===== config.mk =====
export PLATFORM = sky130hd
export DESIGN_NAME = nn_vec_feeder_flat
export DESIGN_NICKNAME = d
export VERILOG_FILES = /design/src/rtl/nn_pkg.sv /design/src/rtl/nn_vec_feeder_if.sv /design/src/rtl/nn_lane_packer.sv /design/src/rtl/nn_vec_feeder.sv /design/src/flat_wrapper.sv
export SDC_FILE = /design/constraint.sdc
export NUM_CORES = 1
export LEC_CHECK = 0
export ABC_AREA = 1
export ABC_CLOCK_PERIOD_IN_PS = 1900
export BUFFER_PORTS_ARGS = -buffer_cell sky130_fd_sc_hd__buf_2
export CAP_MARGIN = 20
export CORE_MARGIN = 3
export CORE_UTILIZATION = 52
export CTS_CLUSTER_SIZE = 25
export DETAILED_ROUTE_END_ITERATION = 16
export GPL_ROUTABILITY_DRIVEN = 0
export PLACE_DENSITY = 0.82
export SLEW_MARGIN = 40
export SYNTH_ARGS = -nofsm -noshare
export SYNTH_HDL_FRONTEND = slang
export SYNTH_SLANG_ARGS = --single-unit

===== constraint.sdc =====
create_clock -name clk -period 1.9 [get_ports clk]
set_input_delay 0.19 -clock clk [delete_from_list [all_inputs] [get_ports clk]]
set_output_delay 0.19 -clock clk [all_outputs]
set_load 0.005 [all_outputs]

===== src/rtl/nn_pkg.sv =====
// Shared constants and state encoding for the nn_mult front-end datapath.
package nn_pkg;

    localparam int unsigned NN_LANES = 8;
    localparam int unsigned NN_DW    = 17;

    typedef enum logic [1:0] {
        FILL = 2'd0,
        RUN  = 2'd1,
        CAPT = 2'd2,
        HOLD = 2'd3
    } feeder_state_e;

    // Index/counter width that never collapses to zero bits.
    function automatic int unsigned clog2_min1(input int unsigned n);
        return (n > 1) ? $clog2(n) : 1;
    endfunction

endpackage


===== src/rtl/nn_vec_feeder_if.sv =====
// Pair stream in, nn_mult operand/result bus, and result stream out.
interface nn_vec_feeder_if
    import nn_pkg::*;
#(
    parameter int unsigned LANES = NN_LANES,
    parameter int unsigned DW    = NN_DW
) ();

    logic                  s_valid;
    logic                  s_ready;
    logic [DW-1:0]         s_x;
    logic [DW-1:0]         s_w;
    logic                  s_last;

    logic                  mult_ce;
    logic [LANES*DW-1:0]   mult_x;
    logic [LANES*DW-1:0]   mult_w;
    logic [DW-1:0]         mult_total;

    logic                  r_valid;
    logic                  r_ready;
    logic [DW-1:0]         r_data;

    modport slave (
        input  s_valid, s_x, s_w, s_last, mult_total, r_ready,
        output s_ready, mult_ce, mult_x, mult_w, r_valid, r_data
    );

    modport master (
        output s_valid, s_x, s_w, s_last, mult_total, r_ready,
        input  s_ready, mult_ce, mult_x, mult_w, r_valid, r_data
    );

endinterface


===== src/rtl/nn_lane_packer.sv =====
// Lane register bank: writes pairs at a running index, zero-clears, and
// presents the lanes as packed x/w buses (lane k at bits [k*DW +: DW]).
module nn_lane_packer
    import nn_pkg::*;
#(
    parameter int unsigned LANES = NN_LANES,
    parameter int unsigned DW    = NN_DW
) (
    input  logic                              clk,
    input  logic                              rst_n,
    input  logic                              wr_en_i,
    input  logic                              clr_i,
    input  logic [DW-1:0]                     x_i,
    input  logic [DW-1:0]                     w_i,
    output logic [clog2_min1(LANES)-1:0]      idx_o,
    output logic [LANES*DW-1:0]               x_o,
    output logic [LANES*DW-1:0]               w_o
);

    localparam int unsigned IDX_W = clog2_min1(LANES);

    logic [LANES-1:0][DW-1:0] x_q;
    logic [LANES-1:0][DW-1:0] w_q;
    logic [IDX_W-1:0]         idx_q;

    // Untouched lanes keep their cleared value, giving zero padding for short vectors.
    always_ff @(posedge clk or negedge rst_n) begin
        if (!rst_n) begin
            x_q   <= '0;
            w_q   <= '0;
            idx_q <= '0;
        end else if (clr_i) begin
            x_q   <= '0;
            w_q   <= '0;
            idx_q <= '0;
        end else if (wr_en_i) begin
            x_q[idx_q] <= x_i;
            w_q[idx_q] <= w_i;
            if (idx_q != IDX_W'(LANES - 1)) begin
                idx_q <= idx_q + IDX_W'(1);
            end
        end
    end

    assign idx_o = idx_q;
    assign x_o   = x_q;
    assign w_o   = w_q;

endmodule


===== src/rtl/nn_vec_feeder.sv =====
// Front-end driver for nn_mult: packs (x, w) pairs into lanes, runs the
// multiplier for its pipeline latency, and returns the captured total.
module nn_vec_feeder
    import nn_pkg::*;
#(
    parameter int unsigned LANES    = NN_LANES,
    parameter int unsigned DW       = NN_DW,
    parameter int unsigned MULT_LAT = 2
) (
    input  logic            clk,
    input  logic            rst_n,
    nn_vec_feeder_if.slave  bus
);

    localparam int unsigned IDX_W = clog2_min1(LANES);
    localparam int unsigned LAT_W = clog2_min1(MULT_LAT);

    feeder_state_e     state_q;
    logic [LAT_W-1:0]  lat_q;
    logic              s_ready_q;
    logic              mult_ce_q;
    logic              r_valid_q;
    logic [DW-1:0]     r_data_q;

    logic [IDX_W-1:0]  idx;
    logic              wr_en_c;
    logic              clr_c;
    logic              fill_done_c;

    assign wr_en_c     = (state_q == FILL) && s_ready_q && bus.s_valid;
    assign clr_c       = (state_q == HOLD) && bus.r_ready;
    assign fill_done_c = wr_en_c && (bus.s_last || (idx == IDX_W'(LANES - 1)));

    nn_lane_packer #(
        .LANES (LANES),
        .DW    (DW)
    ) u_packer (
        .clk     (clk),
        .rst_n   (rst_n),
        .wr_en_i (wr_en_c),
        .clr_i   (clr_c),
        .x_i     (bus.s_x),
        .w_i     (bus.s_w),
        .idx_o   (idx),
        .x_o     (bus.mult_x),
        .w_o     (bus.mult_w)
    );

    // Control FSM; every handshake/enable output is a register updated with the state.
    always_ff @(posedge clk or negedge rst_n) begin
        if (!rst_n) begin
            state_q   <= FILL;
            lat_q     <= '0;
            s_ready_q <= 1'b1;
            mult_ce_q <= 1'b0;
            r_valid_q <= 1'b0;
            r_data_q  <= '0;
        end else begin
            case (state_q)
                FILL: begin
                    if (fill_done_c) begin
                        state_q   <= RUN;
                        s_ready_q <= 1'b0;
                        mult_ce_q <= 1'b1;
                        lat_q     <= '0;
                    end
                end
                RUN: begin
                    if (lat_q == LAT_W'(MULT_LAT - 1)) begin
                        state_q   <= CAPT;
                        mult_ce_q <= 1'b0;
                    end else begin
                        lat_q <= lat_q + LAT_W'(1);
                    end
                end
                CAPT: begin
                    r_data_q  <= bus.mult_total;
                    r_valid_q <= 1'b1;
                    state_q   <= HOLD;
                end
                HOLD: begin
                    if (bus.r_ready) begin
                        r_valid_q <= 1'b0;
                        s_ready_q <= 1'b1;
                        state_q   <= FILL;
                    end
                end
                default: begin
                    state_q <= FILL;
                end
            endcase
        end
    end

    assign bus.s_ready = s_ready_q;
    assign bus.mult_ce = mult_ce_q;
    assign bus.r_valid = r_valid_q;
    assign bus.r_data  = r_data_q;

endmodule


===== src/flat_wrapper.sv =====
// flat-port wrapper written by rule: the top's interface ports become plain ports
module nn_vec_feeder_flat import nn_pkg::*;
#(
    parameter int unsigned LANES    = NN_LANES,
    parameter int unsigned DW       = NN_DW,
    parameter int unsigned MULT_LAT = 2
)
  (clk, rst_n, bus_s_valid, bus_s_x, bus_s_w, bus_s_last, bus_mult_total, bus_r_ready, bus_s_ready, bus_mult_ce, bus_mult_x, bus_mult_w, bus_r_valid, bus_r_data);
  nn_vec_feeder_if #(.LANES(LANES), .DW(DW)) bus_i ();
  input  logic clk;
  input  logic rst_n;
  input wire logic [$bits(bus_i.s_valid)-1:0] bus_s_valid;
  input wire logic [$bits(bus_i.s_x)-1:0] bus_s_x;
  input wire logic [$bits(bus_i.s_w)-1:0] bus_s_w;
  input wire logic [$bits(bus_i.s_last)-1:0] bus_s_last;
  input wire logic [$bits(bus_i.mult_total)-1:0] bus_mult_total;
  input wire logic [$bits(bus_i.r_ready)-1:0] bus_r_ready;
  output wire logic [$bits(bus_i.s_ready)-1:0] bus_s_ready;
  output wire logic [$bits(bus_i.mult_ce)-1:0] bus_mult_ce;
  output wire logic [$bits(bus_i.mult_x)-1:0] bus_mult_x;
  output wire logic [$bits(bus_i.mult_w)-1:0] bus_mult_w;
  output wire logic [$bits(bus_i.r_valid)-1:0] bus_r_valid;
  output wire logic [$bits(bus_i.r_data)-1:0] bus_r_data;
  assign bus_i.s_valid = bus_s_valid;
  assign bus_i.s_x = bus_s_x;
  assign bus_i.s_w = bus_s_w;
  assign bus_i.s_last = bus_s_last;
  assign bus_i.mult_total = bus_mult_total;
  assign bus_i.r_ready = bus_r_ready;
  assign bus_s_ready = bus_i.s_ready;
  assign bus_mult_ce = bus_i.mult_ce;
  assign bus_mult_x = bus_i.mult_x;
  assign bus_mult_w = bus_i.mult_w;
  assign bus_r_valid = bus_i.r_valid;
  assign bus_r_data = bus_i.r_data;
  nn_vec_feeder #(.LANES(LANES), .DW(DW), .MULT_LAT(MULT_LAT)) u_core (.clk(clk), .rst_n(rst_n), .bus(bus_i));
endmodule

==> impl_results.md <==
* 1st-pass router iterations at 5
* # IOs at 348
* Main combinational cell family by area after synthesis: simple AND/OR/NAND/NOR gates
* Slowest cell on crit path: dfrtp_1
* Max Clock Skew at 14.8 ps
* Num CTS Buffers at 31
* Dpl ws at -153 ps
* Most common cell after layout, fill and taps aside: nand2_1
* Hold_ws at 19.5 ps
* Reg2reg setup slack at 60 ps
* Initial DRC count at 968
* Total chip power at 12.8 mW
* Synthesized area per cell at 8.72 um2
* Unique cell type count in the Yosys netlist at 23
* # port buffers at 347
* Compound-Gate Fraction of Synth Area at 0.0337
* CP cell instances: ha_1 > nand2_2 > buf_12 > nand2_1 > inv_1 > nand2_1 > o21ai_0
* Remaining Overflow, GRT at 0
* Largest net degree at the start of global routing at 57
* Filler Cell Count at 1647
* P_leak at 9.44 nW
* Layout cells sized above 1 at 0.274
* CP peak stage delay at 410 ps
* WP data required at 2360 ps
* Critical Path Start Type: register
* GRT Util Overall at 0.307
* Finished Cell Area at 0.0157 mm2
* Initial antenna violation count at 1
* Cell Area, Synth at 0.0118 mm2
* Starting Density at 0.535
* Hpwl dp at 26700 um
* Mux share of post-synthesis cell area at 0
* Synthesis-stage register bit count at 298
* Htree depth at 1
* Row Count at 54
* Hold Vio Cnt, Final at 0
* Final setup fails at 0
* Worst-path maximum fanout at 56
* Slew at the pin closest to its max-slew limit at 486 ps
* Root buffer cell: clkbuf_16
* Sequential area share after synthesis at 0.631
* Worst relative slew slack at 0.674
* Post-DP Area at 0.0143 mm2
* Worst path most repeated cell: nand2_1
* CTS Sinks at 298
* Power density cells at 815 mW/mm2
* Simple-Gate Fraction of Synth Area at 0.275
* Fmax at 0.544 GHz
* Post-route DRC at 0
* Adder-cell area share of the yosys netlist at 0.00742
* Core area at 0.0221 mm2
* Mapped Nets at 1417
* RSZ-0062 raised after global routing: true
* DR vias at 10900
* Final Cycle Share at 0.967
* Area delta synth->final at 32.7%
* Antenna Nets Post-Route at 0
* Worst endpoint data arrival time at 2300 ps
* Hold Crit Class: in2reg
* Number of global-route vias before repair at 10600
* Synth Instances at 1354
* Most frequent cells in the layout: nand2_1 (735), buf_2 (346), dfrtp_1 (297)
* Chip Height at 157 um
* Worst VDD drop at 0.000632 V
* Critical path class: reg2reg
* Die ar. at 0.0246 mm2
* Final core utilization at 0.710
* Outcome: finished, final reports clean
* Routed Wire Length at 38200 um
* Synthesis Warnings at 0
* N_diodes at 0
* DR WL/cell at 18.4 um
* CP Capture Type: register
* Nets at 1835
* Vias/cell at 5.26
* Maxcap violations at 0
* First-pass GRT wire length at 58700 um
* TritonCTS clock tree: done
* Clk Latency, worst-skew pair at 550 ps
* Min cycle time layout at 1840 ps
* Clk slew on worst S/H paths at 60 ps
* Die Width at 157 um
* Clk buf depth at 3
* Final Slew Violations at 0
* Slack of the critical path at 62.0 ps
* Post-Synth XOR/XNOR Area at 0
## cells by family after synthesis
logic type      count (synthesis)
flops                         298
fa+ha+maj                       7
compound gates                 78
buf+inv                       146
simple gates                  825
## metrics by stage
step / TNS (ps) / cells
2_1_floorplan: 0 / 1354
3_3_place_gp: -680 / 1987
3_5_place_dp: -6490 / 1987
4_1_cts: 0 / 2074
5_1_grt: -74.0 / 2074
6_report: 0 / 2074
## sequential cells by signal, indices dropped and copies added (netlist names)
register / flops
u_core.lat_q: 1
u_core.bus.s_ready: 1
u_core.u_packer.idx_o: 3
u_core.u_packer.x_o: 136
u_core.bus.r_valid: 1
u_core.u_packer.w_o: 136
u_core.state_q: 2
u_core.bus.mult_ce: 1
u_core.bus.r_data: 17
## path summary, 6_finish.rpt
kind | start | endpoint | cells past startpoint
max in group asynchronous | rst_n | u_core.u_packer.w_o[0] | 4
worst min-delay path | bus_r_ready | u_core.bus.s_ready | 6
worst max-delay path | u_core.state_q[0] | u_core.u_packer.x_o[67] | 7
worst min register to register | u_core.u_packer.x_o[40] | u_core.u_packer.x_o[40] | 2
min in group asynchronous | rst_n | u_core.u_packer.x_o[1] | 2
worst max register to register | u_core.state_q[0] | u_core.u_packer.x_o[67] | 7
## final cells by class
cell class	instances	area, um2	share of cell area
clock inverters	7	91.3	0.00583
clock buffers	48	910	0.0580
multi-input cells	910	3800	0.243
inverters	86	327	0.0208
repair buffers	445	2740	0.174
flip-flops and latches	298	7460	0.476
well taps	280	350	0.0223
## power breakdown
group          total (mW)  internal [mW]  leakage (nW)  switching, mW
logic               0.463          0.153          5.08          0.310
clock network        5.96           3.54         0.488           2.43
registers            6.35           6.35          3.88              0
## repair_timing
item | in CTS | in global routing
pin swaps | 1 | 0
cloned | 0 | 0
hold buffers | 30 | 0
endpoints found under the hold margin | 290 | 0
gates resized for setup | 1 | 15
buffers inserted | 2 | 0
endpoints found under the setup margin | 183 | 98
## layer usage
metal	share of wire	wire (um)	vias to the layer above	GRT usage
met5	0.00021	8	-	0
met4	0.048	1820	2	0.139
met3	0.080	3040	130	0.0506
met2	0.49	18600	597	0.504
met1	0.39	14700	5238	0.403
li1	-	-	4952	-
## critical path, delay by kind of cell (launching register included)
| kind | cells | cell delay [ps] |
|---|---|---|
| buf+inv | 2 | 590 |
| flops | 1 | 410 |
| fa+ha+maj | 1 | 260 |
| compound gates | 1 | 90 |
| simple gates | 3 | 370 |
## synth_stat cells
cell type | n | area share
dfstp_2 | 1 | 0.0022
clkbuf_1 | 21 | 0.0067
nor2_1 | 30 | 0.0095
ha_1 | 7 | 0.0074
dfrtp_1 | 297 | 0.63
inv_1 | 82 | 0.026
a21oi_1 | 1 | 0.00042
buf_2 | 31 | 0.013
nand2_1 | 738 | 0.23
buf_6 | 1 | 0.00095
nor2_2 | 7 | 0.0037
clkinv_1 | 1 | 0.00032
nor2_8 | 2 | 0.0034
buf_4 | 7 | 0.0044
o21ai_2 | 2 | 0.0015
o21ai_0 | 72 | 0.031
nand3_1 | 41 | 0.017
o21ai_1 | 3 | 0.0013
or2_2 | 1 | 0.00053
inv_2 | 3 | 0.00095
nand4_1 | 1 | 0.00053
nor2_4 | 4 | 0.0038
nand3_4 | 1 | 0.0015
Note: power is estimated with default switching activity, not from simulation.
